[src/rtl/booth_seq_ctrl.sv]
// Sequential radix-2 Booth multiplier: one shared add/sub/shift datapath
// driven by a three-state controller, one Booth iteration per clock.
module booth_seq_ctrl #(
    parameter int D_SIZE = 4
) (
    input  logic                  clk,
    input  logic                  rst_n,
    input  logic                  start,
    input  logic [D_SIZE-1:0]     M,
    input  logic [D_SIZE-1:0]     Q,
    output logic                  busy,
    output logic                  done,
    output logic [2*D_SIZE-1:0]   Product
);

    localparam int CW = $clog2(D_SIZE + 1);

    typedef enum logic [1:0] {
        S_IDLE = 2'd0,
        S_CALC = 2'd1,
        S_DONE = 2'd2
    } state_t;

    state_t                 r_state;
    state_t                 w_state_nxt;

    // A and Mreg carry one guard bit so that -M is exact for the most negative M.
    logic [D_SIZE:0]        r_a;
    logic [D_SIZE:0]        r_m;
    logic [D_SIZE-1:0]      r_q;
    logic                   r_q_1;
    logic [CW-1:0]          r_count;
    logic [2*D_SIZE-1:0]    r_product;

    logic [D_SIZE:0]        w_sum;
    logic [D_SIZE:0]        w_a_nxt;
    logic [D_SIZE-1:0]      w_q_nxt;
    logic                   w_last;

    // NOTE: clocked state uses non-blocking (<=) so every register samples pre-edge values.
    always_ff @(posedge clk or negedge rst_n) begin
        if (!rst_n) begin
            r_state <= S_IDLE;
        end else begin
            r_state <= w_state_nxt;
        end
    end

    assign w_last = (r_count == CW'(1));

    // NOTE: default assigned first so every path drives w_state_nxt and no latch is inferred.
    always_comb begin
        w_state_nxt = r_state;
        case (r_state)
            S_IDLE:  if (start) w_state_nxt = S_CALC;
            S_CALC:  if (w_last) w_state_nxt = S_DONE;
            S_DONE:  w_state_nxt = S_IDLE;
            default: w_state_nxt = S_IDLE;
        endcase
    end

    assign busy    = (r_state != S_IDLE);
    assign done    = (r_state == S_DONE);
    assign Product = r_product;

    always_comb begin
        w_sum = r_a;
        case ({r_q[0], r_q_1})
            2'b01:   w_sum = r_a + r_m;
            2'b10:   w_sum = r_a - r_m;
            default: w_sum = r_a;
        endcase
    end

    // Arithmetic right shift of {A', Qreg, q_1}; the q_1 bit falls out as r_q[0].
    assign w_a_nxt = {w_sum[D_SIZE], w_sum[D_SIZE:1]};
    assign w_q_nxt = {w_sum[0], r_q[D_SIZE-1:1]};

    always_ff @(posedge clk or negedge rst_n) begin
        if (!rst_n) begin
            r_a       <= '0;
            r_m       <= '0;
            r_q       <= '0;
            r_q_1     <= 1'b0;
            r_count   <= '0;
            r_product <= '0;
        end else begin
            case (r_state)
                S_IDLE: begin
                    if (start) begin
                        r_m     <= {M[D_SIZE-1], M};
                        r_a     <= '0;
                        r_q     <= Q;
                        r_q_1   <= 1'b0;
                        r_count <= CW'(D_SIZE);
                    end
                end
                S_CALC: begin
                    r_a     <= w_a_nxt;
                    r_q     <= w_q_nxt;
                    r_q_1   <= r_q[0];
                    r_count <= r_count - CW'(1);
                    if (w_last) begin
                        r_product <= {w_a_nxt[D_SIZE-1:0], w_q_nxt};
                    end
                end
                default: ;
            endcase
        end
    end

endmodule

[config.mk]
export PLATFORM = sky130hd
export DESIGN_NAME = booth_seq_ctrl
export DESIGN_NICKNAME = d
export VERILOG_FILES = /design/src/rtl/booth_seq_ctrl.sv
export SDC_FILE = /design/constraint.sdc
export NUM_CORES = 1
export LEC_CHECK = 0
export CORE_ASPECT_RATIO = 0.8
export CORE_MARGIN = 3
export CORE_UTILIZATION = 50
export CTS_BUF_LIST = sky130_fd_sc_hd__clkbuf_8
export CTS_CLUSTER_SIZE = 10
export DETAILED_ROUTE_END_ITERATION = 6
export GPL_TIMING_DRIVEN = 0
export HOLD_SLACK_MARGIN = 0.03
export PLACE_DENSITY = 0.82
export SLEW_MARGIN = 15
export SYNTH_ARGS = -nofsm -noshare
export SYNTH_HDL_FRONTEND = slang
export SYNTH_SLANG_ARGS = --single-unit
[constraint.sdc]
create_clock -name clk -period 2.1 [get_ports clk]
set_input_delay 0.315 -clock clk [delete_from_list [all_inputs] [get_ports clk]]
set_output_delay 0.315 -clock clk [all_outputs]
set_load 0.01 [all_outputs]
# Word-level counts from Yosys, hierarchy flattened
# Cells that the tools add are included.
[totals]
register_bits = 27
out_inout_bits = 10
elab_cells = 36
[op_classes]
n_reduce_logical = 7
muxes = 12
eq_ne = 7
n_addsub = 3
[op_table]
columns = ["operator", "count"]
rows = [
  ["$pmux 5 s2", 2],
  ["$pmux 4 s2", 1],
  ["$reduce_and 2->1", 4],
  ["$pmux 3 s2", 1],
  ["$add 5x5->5", 1],
  ["$mux 5", 1],
  ["$sub 5x5->5", 1],
  ["$eq 2x1->1 const B", 2],
  ["$eq 2x2->1 const B", 2],
  ["$mux 2", 2],
  ["$mux 4", 1],
  ["$ne 2x2->1 const B", 2],
  ["$pmux 2 s2", 1],
  ["$reduce_bool 2->1", 2],
  ["$eq 3x1->1 const B", 1],
  ["$mux 3", 1],
  ["$sub 3x1->3 const B", 1],
  ["$logic_not 2->1", 1],
  ["$pmux 1 s2", 1],
  ["$mux 1", 1],
]

# Logic depth before layout (Yosys ltp)
# Gate-level depths: netlist of the first run.
[depth]
word_depth = 3
mapped_depth = 10

# Worst setup path after synthesis of the first run
# OpenSTA, ideal clock, no wires.
[synth_path]
kind = "register to register"
start = "register r_q_1"
end = "register r_a[3]"
t_arrival_ns = 2.245
path_buffers = 0
path_stages_with_launch = 10
setup_slack_ns = -0.214
path_cell_list = "dfrtp_1 inv_1 ha_1 mux2_2 fa_1 nand2b_1 a21oi_2 xnor2_1 or4_1 nand3_1"
[synth_between]
elab_chain_len = 3
word_cells_on_any_way = 4
cone_classes = "eq/ne (2); mux (2)"
[synth_lines]
columns = ["element", "line_no", "rtl"]
rows = [
  ["start: declaration", "31", "logic r_q_1;"],
  ["start signal: assignment", "101", "r_q_1 <= r_q[0];"],
  ["$eq 2x2->1 / $eq 2x1->1 (equally long branches)", "68", "case ({r_q[0], r_q_1})"],
  ["$pmux 5 s2 (*)", "68", ""],
  ["$pmux 5 s2 (*)", "88", "case (r_state)"],
  ["end signal: assignment", "99", "r_a <= w_a_nxt;"],
  ["end: declaration", "28", "logic [D_SIZE:0] r_a;"],
]
# Mark *: on every way between the ends. The rest lies on a longest branch, timed or not.
# A chain may end at the register's enable or synchronous reset.

# Worst setup path after layout of the first run
[layout_path]
start = "register r_m[1]"
end = "register r_a[3]"
[layout_between]
elab_chain_len = 3
word_cells_on_any_way = 4
cone_classes = "add/sub (2); mux (2)"
[layout_lines]
columns = ["element", "line_no", "rtl"]
rows = [
  ["start: declaration", "29", "logic [D_SIZE:0] r_m;"],
  ["start signal: assignment", "91", "r_m <= {M[D_SIZE-1], M};"],
  ["$sub 5x5->5 / $add 5x5->5 (equally long branches)", "70, 69", ""],
  ["$pmux 5 s2 (*)", "68", ""],
  ["$pmux 5 s2 (*)", "88", ""],
]
# Marks and branches as above.

==> results of run 1 <==
==> final cells by class <==
type	count	area, um2
Buffer	4	25.0
Clock buffer	3	41.3
Clock inverter	1	30.0
Sequential cell	26	651
Multi-Input combinational cell	104	773
Timing Repair Buffer	27	248
Fill cell	193	704
Tap cell	36	45.0
Inverter	12	45.0
==> flip-flops by register name, indices dropped and copies added (netlist names) <==
signal	count
r_count	3
r_q	4
r_q_1	1
r_m	4
r_state	2
Product	8
r_a	4
==> worst register-to-register path, delay by kind of cell (launching register included) <==
family	cells	cell delay [ps]
xor gates and xnor gates	1	100
buffers and inverters	1	100
muxes	1	280
AOI/OAI and AO/OA	1	140
DFF	1	390
and+or+nand+nor	3	640
adders and majority gates	2	550
==> cell usage in the layout (no fill, tap or decap), drive strengths merged, types with 2 or more instances in the layout <==
cell	netlist	routed
mux2	5	5
o21ai	12	12
nor2b	3	3
clkbuf	1	4
xnor2	3	3
nor2	11	11
nor3	2	2
nand2b	2	2
inv	12	12
ha	8	8
dfrtp	26	26
nand2	29	29
o22ai	4	4
buf	3	11
and3	2	2
clkdlybuf4s50	0	19
mux2i	4	4
a21oi	4	4
==> metal layers <==
layer  routed length (um)  share of wire  vias up  track usage
met3                  105          0.034        6       0.0510
met1                 1420           0.46      524        0.257
li1                     -              -      550            -
met5                    0              0        -            0
met4                   42          0.014        0       0.0828
met2                 1500           0.49       23        0.370
==> what timing repair did <==
item,CTS,global route
setup buffers,5,2
gates resized for setup,3,11
pin swaps,4,8
setup endpoints to repair,4,6
==> final timing paths <==
| check | slack (ps) | endpoint | startpoint | cells past startpoint |
|---|---|---|---|---|
| worst min register to register | 500 | Product[2] | Product[2] | 2 |
| worst max register to register | -170 | r_a[3] | r_m[1] | 9 |
| max in group asynchronous | 1710 | r_a[0] | rst_n | 1 |
| worst max-delay path | -170 | r_a[3] | r_m[1] | 9 |
| min in group clk | 500 | Product[2] | Product[2] | 2 |
| worst min-delay path | 20 | r_m[1] | rst_n | 1 |
==> cells by family after synthesis <==
group | Yosys count | synth area share
xor+xnor | 4 | 0.0250
mux | 9 | 0.0687
fa+ha+maj | 9 | 0.0856
simple gates | 56 | 0.193
compound gates | 26 | 0.114
buf+inv | 16 | 0.0500
flops | 26 | 0.464
==> through the flow <==
stage | setup WS [ps] | TNS [ps] | utilization | cell area [um2]
after global placement | -184 | -432 | 0.659 | 1690
final | -167 | -550 | 0.725 | 1860
after detailed placement | -263 | -864 | 0.659 | 1690
after floorplan | -97.5 | -97.5 | - | 1440
after global routing | -238 | -913 | 0.725 | 1860
after CTS | -183 | -660 | 0.707 | 1810
==> metrics.md, run 1 <==
| Metric | Value |
|---|---|
| Worst hold margin | 18.4 ps |
| Ant. Diodes | 0 |
| Hold Path Class | primary input to async pin |
| Routed len/inst | 14.4 um |
| Top-count cell post-synth | nand2_1 |
| CP Class | register to register |
| Final period util | 1.08 |
| Worst Setup End Kind | register |
| Placed cell count | 202 |
| EDFF count, synth | 0 |
| Area of the core | 2560 um2 |
| CP max FO | 3 |
| Port Buf Inserts | 20 |
| H-tree levels | 1 |
| Total GRT Usage | 0.213 |
| DIE HEIGHT | 53.4 um |
| DRC Markers | 0 |
| Area Growth Syn to Fin | 32.5% |
| Overflow after GRT | 0 |
| ANT nets after route | 0 |
| Final Hold Fails | 0 |
| Yosys warning count | 0 |
| Measured slew at the worst slew-check pin | 564 ps |
| Starting Density | 0.547 |
| FP Rows | 16 |
| Non-Filler Instances | 213 |
| Synth top area share | 0.464 |
| Clk_skew | 5.40 ps |
| Slowest CP cell | or4_1 |
| Die W | 65.2 um |
| 1st-pass router iterations | 4 |
| Buffers & Inverters on Critical Path | 1 |
| Clk Tree Root Cell | clkbuf_8 |
| Clock buffer count from CTS | 3 |
| Clock transition at path regs | 90 ps |
| NumNets Final | 198 |
| Synth Register Bits | 26 |
| CTS hold repair buffers | 0 |
| Top cells by area, synth | dfrtp_1 46%, nand2_1 7.8%, ha_1 7.1% |
| Sequential element share of the synthesized area | 0.464 |
| Iter 0 DRT Violations | 38 |
| CP cell instances | inv_1, ha_4, mux2_4, fa_2, nand2b_4, a21oi_4, xnor2_2, or4_1, nand3_1 |
| Top delay family on crit path | simple AND/OR/NAND/NOR gates |
| Vias/cell | 5.18 |
| Fraction of registers with async set or reset after synthesis | 1.00 |
| Max-cap violation count | 0 |
| WL final | 3070 um |
| Largest net degree at the start of global routing | 27 |
| Post-synthesis cell count | 146 |
| RSZ-0062 raised after global routing | true |
| Worst-skew pair later-pin latency | 280 ps |
| Syn_area_per_cell | 9.61 um2 |
| Worst stage delay on the critical path | 410 ps |
| Failing checks | setup timing |
| Relative slew slack | 0.624 |
| Clock tree sinks | 26 |
| Count of different cell masters after synthesis | 36 |
| Post-Syn Nets | 166 |
| Max Slew Vio Count | 0 |
| Share of cells above drive strength 1 | 0.220 |
| Crit path DAT | 2480 ps |
| Largest area contributor in the netlist | dfrtp_1 |
| Post-synth top cells | 29 x nand2_1, 26 x dfrtp_1, 12 x inv_1 |
| Max Freq | 0.441 GHz |
| # IOs | 21 |
| PnR worst setup slack | -167 ps |
| Run status | finished, violations left |
| Mapped Area | 1400 um2 |
| Tmin final | 2270 ps |
| CTS tree | done |
| Startpoint types | register |
| First-pass GRT wire length | 5410 um |
| Vias in the first global route | 1162 |
| Clock Path Buffers | 2 |
| Gp weighted congestion | 0.814 |
| Via count | 1103 |
| Top FF cell, synth | dfrtp_1 |
| Initial antenna violation count | 0 |
| HPWL after DPL | 2310 um |
| Setup violations, final | 4 |
| Area of the die | 3480 um2 |
| Worst Path Required | 2320 ps |
Power of run 1 is left out: the tool's default activity adds up to more than one toggle a clock period on the data nets, which glitch-free logic cannot reach.
==> run 2: changes to the inputs <==
--- a/config.mk
+++ b/config.mk
@@ -14,7 +14,6 @@
 export GPL_TIMING_DRIVEN = 0
 export HOLD_SLACK_MARGIN = 0.03
 export PLACE_DENSITY = 0.82
-export SLEW_MARGIN = 15
 export SYNTH_ARGS = -nofsm -noshare
 export SYNTH_HDL_FRONTEND = slang
 export SYNTH_SLANG_ARGS = --single-unit
==> run 2 against run 1 <==
  * Hold slack improved by 480 ps
  * Via count unchanged
  * First-iteration DRC count unchanged
  * Register-to-register slack hardly changed
  * Global-route usage did not move
  * Maximum frequency unchanged
  * Largest cell class unchanged
  * Clock skew unchanged
  * Setup slack did not move
  * Critical endpoint unchanged
  * The run still ends with setup timing left
==> metrics.md, run 2 (same netlist as run 1, synthesis figures left out) <==
| Metric | Value |
|---|---|
| Starting Density | 0.547 (unchanged) |
| Final Hold Fails | 0 (unchanged) |
| Relative slew slack | 0.248 (-0.376) |
| Setup violations, final | 4 (unchanged) |
| First-pass GRT wire length | 5410 um (unchanged) |
| CP Class | register to register |
| Area of the die | 3480 um2 (unchanged) |
| Die W | 65.2 um (unchanged) |
| Top sig layer | met4 |
| FP Rows | 16 (unchanged) |
| Ant. Diodes | 0 (unchanged) |
| Clock tree sinks | 26 (unchanged) |
| Tmin final | 2270 ps (unchanged) |
| Clock buffer count from CTS | 3 (unchanged) |
| Final period util | 1.08 (unchanged) |
| Commonest non-fill, non-tap cell in the layout | nand2_1 |
| Worst-skew pair later-pin latency | 280 ps (about the same) |
| DRC Markers | 0 (unchanged) |
| DR WL met3 | 105 um (unchanged) |
| HPWL after DPL | 2310 um (unchanged) |
| Max-cap violation count | 0 (unchanged) |
| Total GRT Usage | 0.213 (unchanged) |
| Clk Tree Root Cell | clkbuf_8 |
| Max Slew Vio Count | 0 (unchanged) |
| Clock Path Buffers | 2 (unchanged) |
| Via count | 1103 (unchanged) |
| ANT nets after route | 0 (unchanged) |
| Hold Path Class | register to register |
| Max Freq | 0.441 GHz (unchanged) |
| WL met2 | 1500 um (about the same) |
| Area of the core | 2560 um2 (unchanged) |
| Clk_skew | 5.40 ps (unchanged) |
| CTS tree | done |
| Metal-1 WL | 1420 um (about the same) |
| Gp weighted congestion | 0.814 (unchanged) |
| Crit path DAT | 2480 ps (about the same) |
| Iter 0 DRT Violations | 38 (unchanged) |
| Startpoint types | register |
| Worst hold path stage count | 2 |
| Failing checks | setup timing |
| Clock transition at path regs | 90 ps (about the same) |
| H-tree levels | 1 (unchanged) |
| Largest net degree at the start of global routing | 27 (unchanged) |
| DIE HEIGHT | 53.4 um (unchanged) |
| Run status | finished, violations left |
| Utilization after layout | 0.727 (+0.00195) |
| Area Growth Syn to Fin | 32.8% |
| Worst Path Required | 2320 ps (about the same) |
| Measured slew at the worst slew-check pin | 1120 ps (+561 ps) |
| Reg2Reg Depth | 9 (unchanged) |
| RSZ-0062 raised after global routing | true |
| Most frequent cells in the layout | 29 x nand2_1, 26 x dfrtp_1, 20 x clkdlybuf4s50_1, 10 x inv_1, 8 x o21ai_0 |
| Worst Setup End Kind | register |
| Max FFs per register | 8 (unchanged) |
| Overflow after GRT | 0 (unchanged) |
| Share of cells above drive strength 1 | 0.215 (-0.00565) |
| PnR worst setup slack | -167 ps (unchanged) |
| Vias/cell | 5.18 (unchanged) |
| Routed len/inst | 14.4 um (about the same) |
| Vias in the first global route | 1162 (unchanged) |
| # IOs | 21 (unchanged) |
| WL final | 3070 um (about the same) |
| Initial antenna violation count | 0 (unchanged) |
| NumNets Final | 198 (unchanged) |
| Worst hold margin | 502 ps (+483 ps) |
| 1st-pass router iterations | 4 (unchanged) |
| Port Buf Inserts | 20 (unchanged) |
| CP max FO | 3 (unchanged) |
-- run 2: cell count changes in the layout (fill, tap and decap cells not counted) --
cell	before	now
buf_2	3	2
clkdlybuf4s50_1	19	20
-- run 2: final timing paths --
kind,startpoint,endpoint,slack [ps]
worst max-delay path,r_m[1],r_a[3],-170
worst min-delay path,Product[2],Product[2],500
worst max register to register,r_m[1],r_a[3],-170
worst min register to register,Product[2],Product[2],500
max in group asynchronous,rst_n,r_a[0],790
min in group asynchronous,rst_n,r_m[1],640
-- run 2: cell type report --
cell class | instances | area [um2]
inverters | 12 | 45.0
fillers | 193 | 699
multi-input cells | 104 | 773
repair buffers | 27 | 253
clock inverters | 1 | 30.0
clock buffers | 3 | 41.3
flip-flops and latches | 26 | 651
well taps | 36 | 45.0
plain buffers | 4 | 25.0
-- run 2: timing repair --
action | CTS | global route
setup buffers | 5 | 2
pin swaps | 4 | 8
endpoints found under the hold margin | 0 | 0
setup endpoints to repair | 4 | 6
hold buffers | 0 | 0
resized for setup | 3 | 11
-- run 2: critical path, cell delays in order (launching register included) --
cell	delay, ps
dfrtp_1	390
inv_1	100
ha_4	200
mux2_4	280
fa_2	350
nand2b_4	150
a21oi_4	130
xnor2_2	100
or4_1	410
nand3_1	80
-- run 2: routing by layer --
metal	up-vias	track usage
met5	-	0
met2	23	0.370
met1	524	0.257
met4	0	0.0828
met3	6	0.0510
li1	550	-
-- run 2: stage by stage --
| stage | setup WS (ps) | area [um2] | cells | setup TNS [ps] |
|---|---|---|---|---|
| 2_1_floorplan | -97.5 | 1440 | 146 | -97.5 |
| 3_3_place_gp | -184 | 1690 | 202 | -432 |
| 3_5_place_dp | -263 | 1690 | 202 | -864 |
| 4_1_cts | -183 | 1810 | 211 | -660 |
| 5_1_grt | -238 | 1860 | 213 | -913 |
| 6_report | -167 | 1860 | 213 | -550 |
Power of run 2 is left out for the same reason.
